[config.mk]
export PLATFORM = sky130hd
export DESIGN_NAME = ps2_tx
export DESIGN_NICKNAME = d
export VERILOG_FILES = /design/src/rtl/ps2_tx.sv
export SDC_FILE = /design/constraint.sdc
export NUM_CORES = 1
export LEC_CHECK = 0
export ABC_CLOCK_PERIOD_IN_PS = 2900
export BUFFER_PORTS_ARGS = -buffer_cell sky130_fd_sc_hd__buf_2
export CAP_MARGIN = 20
export CORE_MARGIN = 1
export CORE_UTILIZATION = 56
export CTS_CLUSTER_DIAMETER = 30
export DETAILED_ROUTE_END_ITERATION = 8
export GPL_ROUTABILITY_DRIVEN = 0
export PLACE_DENSITY = 0.74
export SETUP_SLACK_MARGIN = 0.05
export SYNTH_ARGS = -nofsm -noshare
export SYNTH_HDL_FRONTEND = slang
export SYNTH_SLANG_ARGS = --single-unit
export TNS_END_PERCENT = 100
[constraint.sdc]
create_clock -name clk -period 2.9 [get_ports clk]
set_clock_uncertainty 0.1 [all_clocks]
set_input_delay 0.58 -clock clk [delete_from_list [all_inputs] [get_ports clk]]
set_output_delay 0.58 -clock clk [all_outputs]
set_load 0.01 [all_outputs]
[src/rtl/ps2_tx.sv]
`default_nettype none
// ============================================================================
// Module   : ps2_tx
// Purpose  : Host-to-device PS/2 byte transmitter driving open-drain pull-low
//            enables. Optional macro PS2_TX_ACK_CHECK_EN enables ack checking.
// Revision : 1.0 - initial release
// ============================================================================
module ps2_tx #(
  parameter int FREQ          = 50000,
  parameter int INHIBIT       = FREQ / 10,
  parameter int SETUP         = FREQ / 200,
  parameter int START_TIMEOUT = FREQ * 15,
  parameter int BIT_TIMEOUT   = FREQ * 2
) (
  input  logic       clk,
  input  logic       reset,
  input  logic       ps2_clk,
  input  logic       ps2_data,
  input  logic [7:0] din,
  input  logic       wr,
  output logic       ps2_clk_oe,
  output logic       ps2_data_oe,
  output logic       busy,
  output logic       done,
  output logic       error
);

  localparam logic [2:0] c_st_idle      = 3'd0;
  localparam logic [2:0] c_st_inhibit   = 3'd1;
  localparam logic [2:0] c_st_setup     = 3'd2;
  localparam logic [2:0] c_st_bits      = 3'd3;
  localparam logic [2:0] c_st_ack       = 3'd4;
  localparam logic [2:0] c_st_wait_idle = 3'd5;
  localparam logic [2:0] c_st_done      = 3'd6;

  localparam logic [19:0] c_inhibit_last = 20'(INHIBIT - 1);
  localparam logic [19:0] c_setup_last   = 20'(SETUP - 1);
  localparam logic [19:0] c_start_limit  = 20'(START_TIMEOUT);
  localparam logic [19:0] c_bit_limit    = 20'(BIT_TIMEOUT);
  localparam logic [19:0] c_timer_max    = 20'hF_FFFF;

  logic [2:0]  r_state;
  logic [2:0]  w_state_next;
  logic [4:0]  r_s;
  logic        r_d_meta;
  logic        r_d_sync;
  logic [9:0]  r_sh;
  logic [3:0]  r_n;
  logic [19:0] r_timer;
  logic        r_clk_oe;
  logic        r_data_oe;
  logic        r_busy;
  logic        r_done;
  logic        r_error;

  logic        w_fall;
  logic        w_rise;
  logic        w_timeout;
  logic        w_fail;
  logic        w_edge_live;
  logic        w_clk_oe_next;
  logic        w_data_oe_next;
  logic        w_busy_next;
  logic        w_done_next;

  assign w_fall = (r_s[4:1] == 4'b1100);
  assign w_rise = (r_s[4:1] == 4'b0011);

  // Before the first device edge the long start window applies.
  assign w_timeout = ((r_state == c_st_bits) && (r_n == 4'd0)) ?
                     (r_timer == c_start_limit) : (r_timer == c_bit_limit);

  // Our own clock pull during INHIBIT/SETUP must not disturb the timer.
  assign w_edge_live = ((r_state == c_st_bits) || (r_state == c_st_ack) ||
                        (r_state == c_st_wait_idle)) && (w_fall || w_rise);

  // State register
  always_ff @(posedge clk) begin
    if (reset) begin
      r_state <= c_st_idle;
    end else begin
      r_state <= w_state_next;
    end
  end

  // Next-state logic
  always_comb begin
    w_state_next = r_state;
    w_fail       = 1'b0;
    case (r_state)
      c_st_idle: begin
        if (wr) w_state_next = c_st_inhibit;
      end
      c_st_inhibit: begin
        if (r_timer == c_inhibit_last) w_state_next = c_st_setup;
      end
      c_st_setup: begin
        if (r_timer == c_setup_last) w_state_next = c_st_bits;
      end
      c_st_bits: begin
        if (w_timeout) begin
          w_fail       = 1'b1;
          w_state_next = c_st_idle;
        end else if (w_fall && (r_n == 4'd9)) begin
          w_state_next = c_st_ack;
        end
      end
      c_st_ack: begin
        if (w_timeout) begin
          w_fail       = 1'b1;
          w_state_next = c_st_idle;
        end else if (w_fall) begin
`ifdef PS2_TX_ACK_CHECK_EN
          if (r_d_sync) begin
            w_fail       = 1'b1;
            w_state_next = c_st_idle;
          end else begin
            w_state_next = c_st_wait_idle;
          end
`else
          w_state_next = c_st_wait_idle;
`endif
        end
      end
      c_st_wait_idle: begin
        if (w_timeout) begin
          w_fail       = 1'b1;
          w_state_next = c_st_idle;
        end else if (r_s[1] && r_d_sync) begin
          w_state_next = c_st_done;
        end
      end
      c_st_done: begin
        w_state_next = c_st_idle;
      end
      default: begin
        w_state_next = c_st_idle;
      end
    endcase
  end

  // Output logic: next values of the registered outputs
  always_comb begin
    w_clk_oe_next  = (w_state_next == c_st_inhibit) || (w_state_next == c_st_setup);
    w_busy_next    = (w_state_next != c_st_idle);
    w_done_next    = (w_state_next == c_st_done);
    w_data_oe_next = 1'b0;
    if (w_state_next == c_st_setup) begin
      w_data_oe_next = 1'b1;
    end else if (w_state_next == c_st_bits) begin
      w_data_oe_next = ((r_state == c_st_bits) && w_fall) ? ~r_sh[0] : r_data_oe;
    end
  end

  // Synchronisers, shifter, bit counter, timer and output registers
  always_ff @(posedge clk) begin
    if (reset) begin
      r_s       <= 5'b11111;
      r_d_meta  <= 1'b1;
      r_d_sync  <= 1'b1;
      r_sh      <= 10'd0;
      r_n       <= 4'd0;
      r_timer   <= 20'd0;
      r_clk_oe  <= 1'b0;
      r_data_oe <= 1'b0;
      r_busy    <= 1'b0;
      r_done    <= 1'b0;
      r_error   <= 1'b0;
    end else begin
      r_s      <= {r_s[3:0], ps2_clk};
      r_d_meta <= ps2_data;
      r_d_sync <= r_d_meta;

      if ((r_state == c_st_idle) && wr) begin
        r_sh <= {1'b1, ~^din, din};
        r_n  <= 4'd0;
      end else if ((r_state == c_st_bits) && w_fall && !w_timeout) begin
        r_sh <= {1'b0, r_sh[9:1]};
        r_n  <= r_n + 4'd1;
      end

      if ((w_state_next != r_state) || w_edge_live) begin
        r_timer <= 20'd0;
      end else if (r_timer != c_timer_max) begin
        r_timer <= r_timer + 20'd1;
      end

      r_clk_oe  <= w_clk_oe_next;
      r_data_oe <= w_data_oe_next;
      r_busy    <= w_busy_next;
      r_done    <= w_done_next;
      r_error   <= w_fail;
    end
  end

  assign ps2_clk_oe  = r_clk_oe;
  assign ps2_data_oe = r_data_oe;
  assign busy        = r_busy;
  assign done        = r_done;
  assign error       = r_error;

endmodule
`default_nettype wire

==> metrics.md <==
| Metric | Value |
|---|---|
| Total length of routed wires | 5.06 mm |
| Crit share post-route | 85.9% |
| Residual DRC | 0 |
| Clock sinks | 49 |
| Clock transition at the registers of the reported paths | 0.09 ns |
| Antenna-violating nets left | 0 |
| Simple-gate share of the synthesized area | 33.9% |
| Largest net degree at the start of global routing | 29 |
| Fin cells | 365 |
| Crit path launch type | flip-flop |
| Fraction of layout cells with a size suffix above 1 | 14.3% |
| Status | finished, final reports clean |
| Setup CP Type | reg -> reg |
| Synth unique cells | 49 |
| Number of flops mapped to enable cells by yosys | 0 |
| Vias post-DR | 2168 |
| Yosys warning total | 0 |
| Peak VDD IR | 0.000271 V |
| DIE AREA | 4730 sq um |
| Worst path arrival time | 2.58 ns |
| Slowest CP cell | dfxtp_1 |
| PD cells | 483 nW/um^2 |
| CP top delay family | simple AND/OR/NAND/NOR gates |
| Core area | 4140 sq um |
| DR iter-0 viols | 131 |
| Hold Vio Cnt, Final | 0 |
| Die width | 68.8 microns |
| Seq. cell area | 981 sq um |
| Syn_area_per_cell | 8.30 sq um |
| Io pins | 18 |
| Synth Area in Adders | 3.01% |
| Number of global-route vias before repair | 1869 |
| Grt ovf | 0 |
| CP Max Fanout | 9 |
| Initial Util | 60.3% |
| Gr usage total | 24.2% |
| Syn Inst Count | 301 |
| CTS HTree Levels | 2 |
| Final net count | 333 |
| Skew-Pair Late Insertion Delay | 0.30 ns |
| Post-CTS Setup Inserts | 0 |
| Layout area overhead | 8.27% |
| Max_slew headroom | 65.7% |
| Worst Hold Class | reg -> reg |
| Rows | 23 |
| FFs w/ async S/R, synth | 0% |
| Die Y | 68.8 microns |
| Ant diodes | 0 |
| Crit-path cells | and3b_1 > nand3_1 > mux2_4 > or2_1 > a31oi_2 > nor2_2 > a2111oi_2 |
| Crit. path cell count | 7 |
| Multiplexer share of the synthesized area | 1.00% |
| Largest family of logic cells by synthesized area | simple AND/OR/NAND/NOR gates |
| Setup Viol. Count Final | 0 |
| Max-cap violations | 0 |
| Worst reg2reg path endpoint | r_timer[1] |
| Clk buf depth | 2 |
| Input/output buffers | 17 |
| Area occupied by multi-input gates | 1400 sq um |
| CP Capture Point | r_timer[1] |
| FF-to-FF Start | r_state[0] |
| Total chip power | 1.31 mW |
| Post-Syn Nets | 320 |
| Max Slew Vio Count | 0 |
| Global-route wire length before repair | 8.45 mm |
| DP HPWL | 3.66 mm |
| CTS Root Cell | clkbuf_8 |
| Fin area | 2700 sq um |
| Via density | 5.94 |
| RSZ-0062 raised after global routing | false |
| Post-synthesis sequential area ratio | 39.3% |
| Placed cells | 357 |
| #FFs+latches synth | 49 |
| Crit path capture type | flip-flop |
| Worst slew pin tran | 0.510 ns |
| Tmin final | 2.49 ns |
| CTS tree | built |
| DRT Pass-1 Iters | 4 |
| Critical path required time | 2.99 ns |
| Wire per inst | 13.9 microns |
| Achievable clock frequency | 402 MHz |
| Fillers | 385 |
| # hold bufs at CTS | 0 |
| Worst R2R Path Depth | 7 |
| Setup TNS Final | 0 ns |
| Post-place instance area | 2590 sq um |
| Max stage delay on crit path | 0.52 ns |
| CP Buf/Inv Count | 0 |
| PostCTS Resize Cnt | 0 |
| Leak Pwr | 0.984 nW |
| CP startpoint | r_state[0] |
| Main flop type after synthesis | dfxtp_1 |
| R2R Setup Slk | 0.41 ns |
| TritonCTS Buffers | 5 |
| Initial antenna violation count | 0 |
| Synthesized area | 2500 sq um |
| Xor and xnor fraction of the mapped netlist area | 8.42% |
| Compound-Gate Fraction of Synth Area | 9.57% |
state kept, by name (all words and copies together) (netlist names):
name,flops
ps2_clk_oe,1
r_d_meta,1
r_sh,10
r_s,5
r_d_sync,1
r_n,4
done,1
ps2_data_oe,1
busy,1
r_timer,20
error,1
r_state,3
layout by cell type (no fill, tap or decap), types with 2 or more instances in the layout:
master,instances
and4b_1,5
buf_4,5
ha_1,6
a21oi_1,7
nor2_1,56
nand4_1,7
nand3b_1,3
inv_1,8
nor4_1,8
nor3_1,22
xor2_1,5
o22ai_1,2
or3_1,3
xnor2_1,19
and3_1,3
a2111oi_2,2
buf_2,17
clkbuf_8,5
o21ai_0,9
nand2_1,12
and2_1,2
or2_2,8
nand3_1,19
a211oi_1,3
and4_1,2
a31oi_1,5
dfxtp_1,49
power breakdown:
| part | internal [mW] | switching [mW] |
|---|---|---|
| Clock | 0.259 | 0.228 |
| Combinational | 0.0480 | 0.0606 |
| Sequential | 0.695 | 0.0154 |
how the worst min path moves through the flow:
stage                     depth (start not counted)      from       end  slack (ns)
after floorplan                                   1  r_d_meta  r_d_sync        0.29
after global placement                            1    r_s[0]    r_s[1]        0.29
after detailed placement                          1  r_d_meta  r_d_sync        0.29
after CTS                                         1  r_d_meta  r_d_sync        0.31
after global routing                              1  r_d_meta  r_d_sync        0.33
final                                             1  r_d_meta  r_d_sync        0.31
routing by layer:
| layer | global-route usage [%] | share of wire, % | vias to the layer above |
|---|---|---|---|
| li1 | - | - | 1080 |
| met1 | 33.7 | 49 | 1006 |
| met2 | 35.4 | 43 | 76 |
| met3 | 5.92 | 6.1 | 6 |
| met4 | 9.69 | 1.1 | 0 |
| met5 | 0 | 0 | - |
metrics by stage:
| step | hold WS [ns] | setup WS (ns) | util (%) |
|---|---|---|---|
| after floorplan | 0.289 | 0.741 | - |
| after global placement | 0.293 | 0.503 | 62.6 |
| after detailed placement | 0.293 | 0.470 | 62.6 |
| after CTS | 0.315 | 0.450 | 65.2 |
| after global routing | 0.327 | 0.253 | 65.2 |
| final | 0.314 | 0.410 | 65.2 |
cells by family (layout without fill, tap and decap cells):
group / Yosys count / count (layout)
xor gates and xnor gates: 24 / 24
AOI/OAI and AO/OA: 35 / 35
and+or+nand+nor: 161 / 161
muxes: 2 / 2
buffers and inverters: 24 / 38
adders and majority gates: 6 / 6
DFF: 49 / 49
area by class of cell:
type	count	area share [%]
inverter	8	1.11
clock buffer	6	2.68
sequential	49	36.3
multi-input combinational	228	51.6
timing repair buffer	22	4.53
clock inverter	2	1.43
tap	50	2.31
cells in the mapped netlist, types with 2 or more instances:
cell / number / area [sq um]
nor3_1: 22 / 110
clkbuf_1: 6 / 22.5
and4b_1: 5 / 50.1
xor2_1: 5 / 43.8
inv_1: 8 / 30.0
nand2_1: 12 / 45.0
ha_1: 6 / 75.1
nor2_1: 56 / 210
dfxtp_1: 49 / 981
or2_2: 8 / 50.1
a31oi_1: 5 / 31.3
nor4_1: 8 / 50.1
and2_1: 2 / 12.5
a21oi_1: 7 / 35.0
nand4_1: 7 / 43.8
and3_1: 3 / 18.8
o21ai_0: 9 / 45.0
or3_1: 3 / 18.8
nand3b_1: 3 / 22.5
buf_6: 2 / 22.5
xnor2_1: 19 / 166
nand3_1: 19 / 95.1
buf_4: 2 / 15.0
buf_2: 5 / 25.0
a211oi_1: 3 / 22.5
and4_1: 2 / 17.5
o22ai_1: 2 / 12.5
a2111oi_2: 2 / 30.0
(Power assumes the default switching activity.)
